`config.mk`:
```
export PLATFORM = sky130hd
export DESIGN_NAME = bcd_scan_display
export DESIGN_NICKNAME = d
export VERILOG_FILES = /design/src/rtl/bcd_scan_display.sv
export SDC_FILE = /design/constraint.sdc
export NUM_CORES = 1
export LEC_CHECK = 0
export ABC_AREA = 1
export ABC_CLOCK_PERIOD_IN_PS = 6400
export CORE_MARGIN = 4
export CORE_UTILIZATION = 45
export DETAILED_ROUTE_END_ITERATION = 7
export HOLD_SLACK_MARGIN = 0.08
export PLACE_DENSITY = 0.69
export SLEW_MARGIN = 10
export SYNTH_ARGS = -nofsm -noshare
export SYNTH_HDL_FRONTEND = slang
export SYNTH_SLANG_ARGS = --single-unit
```
`constraint.sdc`:
```
create_clock -name clk -period 6.4 [get_ports clk]
set_input_delay 0.64 -clock clk [delete_from_list [all_inputs] [get_ports clk]]
set_output_delay 0.64 -clock clk [all_outputs]
set_load 0.05 [all_outputs]
```
`src/rtl/bcd_scan_display.sv`:
```
// bcd_scan_display: time-multiplexed driver for a common-anode 7-segment display.
// Scans NUM_DIGITS packed BCD digits, one digit lit at a time, all outputs active-low.
// The digits and decimal points are latched once per frame, so a carry in the
// upstream counter chain cannot tear the displayed value.
// Optional feature: define LEADING_ZERO_BLANK_EN to blank leading zero digits.
module bcd_scan_display #(
    parameter int unsigned NUM_DIGITS = 8,
    parameter int unsigned SCAN_DIV   = 50000
) (
    input  logic                    clk,
    input  logic                    cr,
    input  logic                    en,
    input  logic [4*NUM_DIGITS-1:0] digits_in,
    input  logic [NUM_DIGITS-1:0]   dp_in,
    output logic [NUM_DIGITS-1:0]   an,
    output logic [6:0]              seg,
    output logic                    dp,
    output logic                    frame_sync
);

    localparam int unsigned IDX_W = (NUM_DIGITS > 1) ? $clog2(NUM_DIGITS) : 1;
    localparam int unsigned PRE_W = (SCAN_DIV > 1) ? $clog2(SCAN_DIV) : 1;
    localparam logic [PRE_W-1:0] PRE_LAST = PRE_W'(SCAN_DIV - 1);
    localparam logic [IDX_W-1:0] IDX_LAST = IDX_W'(NUM_DIGITS - 1);

    logic [PRE_W-1:0]        prescaler_q, prescaler_d;
    logic [IDX_W-1:0]        index_q, index_d;
    logic [4*NUM_DIGITS-1:0] snap_digits_q;
    logic [NUM_DIGITS-1:0]   snap_dp_q;
    logic                    tick;
    logic                    frame_end;

    logic [NUM_DIGITS-1:0]   blank_mask;
    logic [3:0]              cur_digit;
    logic                    cur_dp;
    logic                    cur_blank;

    logic [NUM_DIGITS-1:0]   an_d;
    logic [6:0]              seg_d;
    logic                    dp_d;

    // Active-low 7-segment decode, {g,f,e,d,c,b,a}; non-BCD codes are blank.
    function automatic logic [6:0] decode(input logic [3:0] bcd);
        logic [6:0] s;
        case (bcd)
            4'd0:    s = 7'h40;
            4'd1:    s = 7'h79;
            4'd2:    s = 7'h24;
            4'd3:    s = 7'h30;
            4'd4:    s = 7'h19;
            4'd5:    s = 7'h12;
            4'd6:    s = 7'h02;
            4'd7:    s = 7'h78;
            4'd8:    s = 7'h00;
            4'd9:    s = 7'h10;
            default: s = 7'h7F;
        endcase
        return s;
    endfunction

    assign tick      = en && (prescaler_q == PRE_LAST);
    assign frame_end = tick && (index_q == IDX_LAST);

    // Prescaler and digit index next-state; both hold while en is low.
    always_comb begin
        prescaler_d = prescaler_q;
        index_d     = index_q;
        if (en) begin
            if (prescaler_q == PRE_LAST) begin
                prescaler_d = '0;
            end else begin
                prescaler_d = prescaler_q + PRE_W'(1);
            end
        end
        if (tick) begin
            if (index_q == IDX_LAST) begin
                index_d = '0;
            end else begin
                index_d = index_q + IDX_W'(1);
            end
        end
    end

`ifdef LEADING_ZERO_BLANK_EN
    // A digit is blank while it and every higher snapshot digit are zero; digit 0 never is.
    always_comb begin
        logic hi_zero;
        blank_mask = '0;
        hi_zero    = 1'b1;
        for (int k = int'(NUM_DIGITS) - 1; k >= 1; k--) begin
            hi_zero       = hi_zero && (snap_digits_q[4*k +: 4] == 4'd0);
            blank_mask[k] = hi_zero;
        end
    end
`else
    assign blank_mask = '0;
`endif

    // Select the snapshot digit, decimal point and blank flag at the current index.
    always_comb begin
        cur_digit = 4'd0;
        cur_dp    = 1'b0;
        cur_blank = 1'b0;
        for (int k = 0; k < int'(NUM_DIGITS); k++) begin
            if (index_q == IDX_W'(k)) begin
                cur_digit = snap_digits_q[4*k +: 4];
                cur_dp    = snap_dp_q[k];
                cur_blank = blank_mask[k];
            end
        end
    end

    // Next values of the registered display outputs.
    always_comb begin
        an_d = '1;
        for (int k = 0; k < int'(NUM_DIGITS); k++) begin
            an_d[k] = (index_q != IDX_W'(k));
        end
        seg_d = cur_blank ? 7'h7F : decode(cur_digit);
        dp_d  = ~cur_dp;
    end

    // Scan state and frame snapshot; the snapshot only loads at the end of a frame.
    always_ff @(posedge clk or negedge cr) begin
        if (!cr) begin
            prescaler_q   <= '0;
            index_q       <= '0;
            snap_digits_q <= '0;
            snap_dp_q     <= '0;
        end else begin
            prescaler_q <= prescaler_d;
            index_q     <= index_d;
            if (frame_end) begin
                snap_digits_q <= digits_in;
                snap_dp_q     <= dp_in;
            end
        end
    end

    // Registered outputs: one cycle behind the index and snapshot.
    always_ff @(posedge clk or negedge cr) begin
        if (!cr) begin
            an         <= '1;
            seg        <= 7'h7F;
            dp         <= 1'b1;
            frame_sync <= 1'b0;
        end else begin
            an         <= an_d;
            seg        <= seg_d;
            dp         <= dp_d;
            frame_sync <= frame_end;
        end
    end

endmodule

```
==> flow_summary_export.csv <==
group,metric,value,unit
status,status,"completed",
final_layout,fillers,742,
timing,whs,0.423,ns
worst_setup_path,cp-end-kind,"flop",
flow_run,max_cap_viol_count,0,
clock_network,postCtsSetupBuffers,0,
global_route,antenna_found_initial,0,
logic_synthesis,yosys.area.top_type,"dfrtp_1",
global_route,grt-ovfl-total,0,
global_route,grt_max_degree,77,
worst_hold_path,hp-class,"in2async",
detailed_routing,wl_per_cell,12.3,microns
pwr,finalPower,1.17,mW
clock_network,clk_latency,0.34,ns
final_layout,design_area,0.00456,sq mm
die,die_width,98.6,microns
detailed_routing,drc,0,
timing,relSlewSlack,37.4,%
logic_synthesis,netlist_area,0.00369,sq mm
clock_network,clk_path_buf_depth,2,
timing,period_minus_slack,2.59,ns
pwr,p_per_area,256,mW/mm^2
logic_synthesis,syn_nets,523,
logic_synthesis,synth.area.top_cells,"dfrtp_1 (41%), nand2_1 (21%), dfstp_2 (11%)",
clock_network,clk_pin_slew_worst_paths,0.08,ns
die,die-area,0.00972,sq mm
detailed_routing,vias,3051,
logic_synthesis,ys_warn_count,0,
die,ios,60,
worst_setup_path,arrival,2.88,ns
worst_setup_path,criticalPathCategory,"reg2reg",
logic_synthesis,synth.distinct_cells,31,
global_route,grt_pass1_vias,3034,
final_layout,instances_no_fill,641,
logic_synthesis,seq_area_frac_synth,52.1,%
worst_setup_path,startpoint_type,"flop",
pwr,vdd_ir_drop_max,115,uV
global_route,grt_pass1_wl,13.8,mm
worst_setup_path,path_max_fanout,9,
die,core_area,0.00785,sq mm
detailed_routing,first_pass_iters,5,
timing,min_period_over_period,40.5,%
timing,worstMarginPinSlew,0.939,ns
detailed_routing,ant_nets,0,
timing,finalMaxSlewViolations,0,
placed_design,place_area,0.00434,sq mm
clock_network,numCtsBuffers,9,
pwr,p_leak,2.46,nW
timing,finalSetupTns,0,ns
detailed_routing,drt-initial-drc-count,140,
clock_network,cts_root_buf,"clkbuf_8",
clock_network,cts_hold_buf,0,
timing,setup_viol,0,
clock_network,htreeDepth,3,
final_layout,drive_gt1_share,8.16,%
timing,rsz0062_at_grt,"no",
final_layout,final_nets,585,
placed_design,hpwl,5.67,mm
logic_synthesis,synth_top_area_share,40.7,%
placed_design,place.gp.congestion,0.904,
timing,max_clock_freq,386,MHz
detailed_routing,routed_wl,7.87,mm
global_route,grt_usage,17.4,%
detailed_routing,via_per_inst,4.76,
logic_synthesis,avgSynthCellArea,7.82,sq um
die,rows,32,
clock_network,cts_tree,"built",
timing,finalHoldViolCount,0,
die,dieHeight,98.6,microns
final_layout,syn2layout_area_growth,23.5,%
worst_setup_path,required,6.69,ns
timing,clock_skew,0.00858,ns
die,start_util,47.1,%
logic_synthesis,ys_ff_latch,76,
placed_design,dp.cells,625,
final_layout,num_antenna_cells,0,
clock_network,clock-sinks,76,
clock_network,cts-resized-gates,0,
logic_synthesis,synth_cells,472,
placed_design,numPortBuffers,59,
path summary, 6_finish.rpt:
kind                       slack (ns)          from  depth (start not counted)         endpoint
hold / removal                   0.42            cr                          1  prescaler_q[15]
max in group asynchronous        5.36            cr                          1     snap_dp_q[7]
setup reg to reg                 3.81    index_q[2]                         16           seg[3]
min in group clk                 0.48  snap_dp_q[3]                          2     snap_dp_q[3]
setup / recovery                 3.81    index_q[2]                         16           seg[3]
hold reg to reg                  0.48  snap_dp_q[3]                          2     snap_dp_q[3]
where the power goes:
group	switching, mW	internal, mW	leakage (nW)	total (mW)
Sequential	0.0257	0.522	0.947	0.548
Combinational	0.134	0.0822	1.40	0.216
Clock	0.172	0.230	0.107	0.402
Total	0.331	0.834	2.46	1.17
placed cells by master, fill, tap and decap left out, types with 5 or more instances in the layout:
master / count
a21oi_1: 7
clkbuf_8: 10
clkdlybuf4s50_1: 58
dfrtp_1: 60
dfstp_2: 16
ha_1: 8
inv_1: 52
nand2_1: 203
nand3_1: 29
nor2_1: 34
nor3_1: 5
o21ai_0: 20
final cells by class:
class	count	area (sq um)	area share, %
clock buffer	12	145	3.18
clock inverter	4	72.6	1.59
inverter	57	219	4.80
multi-input combinational	331	1490	32.6
sequential	76	1920	42.1
tap	102	128	2.80
timing repair buffer	59	588	12.9
logic make-up after synthesis:
kind of cell | share of synthesized area, %
AND/OR/NAND/NOR | 32.6
flip-flops | 52.1
buffers and inverters | 7.69
AO/OA/AOI/OAI | 4.47
adder cells (fa/ha/maj) | 2.71
XOR/XNOR | 0.475
metrics by stage:
stage                     worst slack (ns)  util [%]
after floorplan                       4.17         -
after global placement                3.91      55.3
after detailed placement              3.85      55.3
after CTS                             3.81      58.1
after global routing                  3.45      58.1
final                                 3.81      58.1
metal layers:
layer | routed length, microns | up-vias | global-route usage (%)
met5 | 0 | - | 0
met2 | 3660 | 61 | 28.0
met4 | 117 | 0 | 6.83
met3 | 348 | 13 | 3.54
li1 | - | 1576 | -
met1 | 3740 | 1401 | 23.0
worst max-delay path, stage by stage (launching register included):
cell and delay [ns]:
dfrtp_1 0.47, inv_2 0.18, ha_1 0.22, clkinv_1 0.22, or2_2 0.33, nand3_1 0.08
nand2_1 0.06, nand2_1 0.07, nand2_1 0.05, nand2_1 0.17, inv_1 0.09, ha_1 0.30
nand3_1 0.11, nand2_1 0.06, inv_1 0.05, nand2_1 0.04, nand2_1 0.05
sequential cells by signal, indices dropped and copies added, names as in the netlist:
register / flops
snap_digits_q: 32
prescaler_q: 16
an: 8
snap_dp_q: 8
seg: 7
index_q: 3
dp: 1
frame_sync: 1
synth_stat cells:
library cell,number
and3_1,1
nand3_1,29
buf_2,4
inv_1,52
or2_2,4
nand4_1,4
a22oi_1,1
nand2_2,1
nand2_1,203
or2_1,1
o21ai_0,20
xor2_1,2
ha_1,8
nor3_2,1
nand2_4,2
a21oi_1,7
dfrtp_1,60
dfstp_2,16
clkinv_4,1
and2_1,1
o211ai_1,1
nor4_1,2
a21boi_1,1
buf_6,4
nand4_2,1
inv_2,2
nor3_1,5
clkinv_1,2
nor2_1,34
nor2_4,1
a211oi_1,1
No activity file was read; power rests on OpenSTA's default activity.
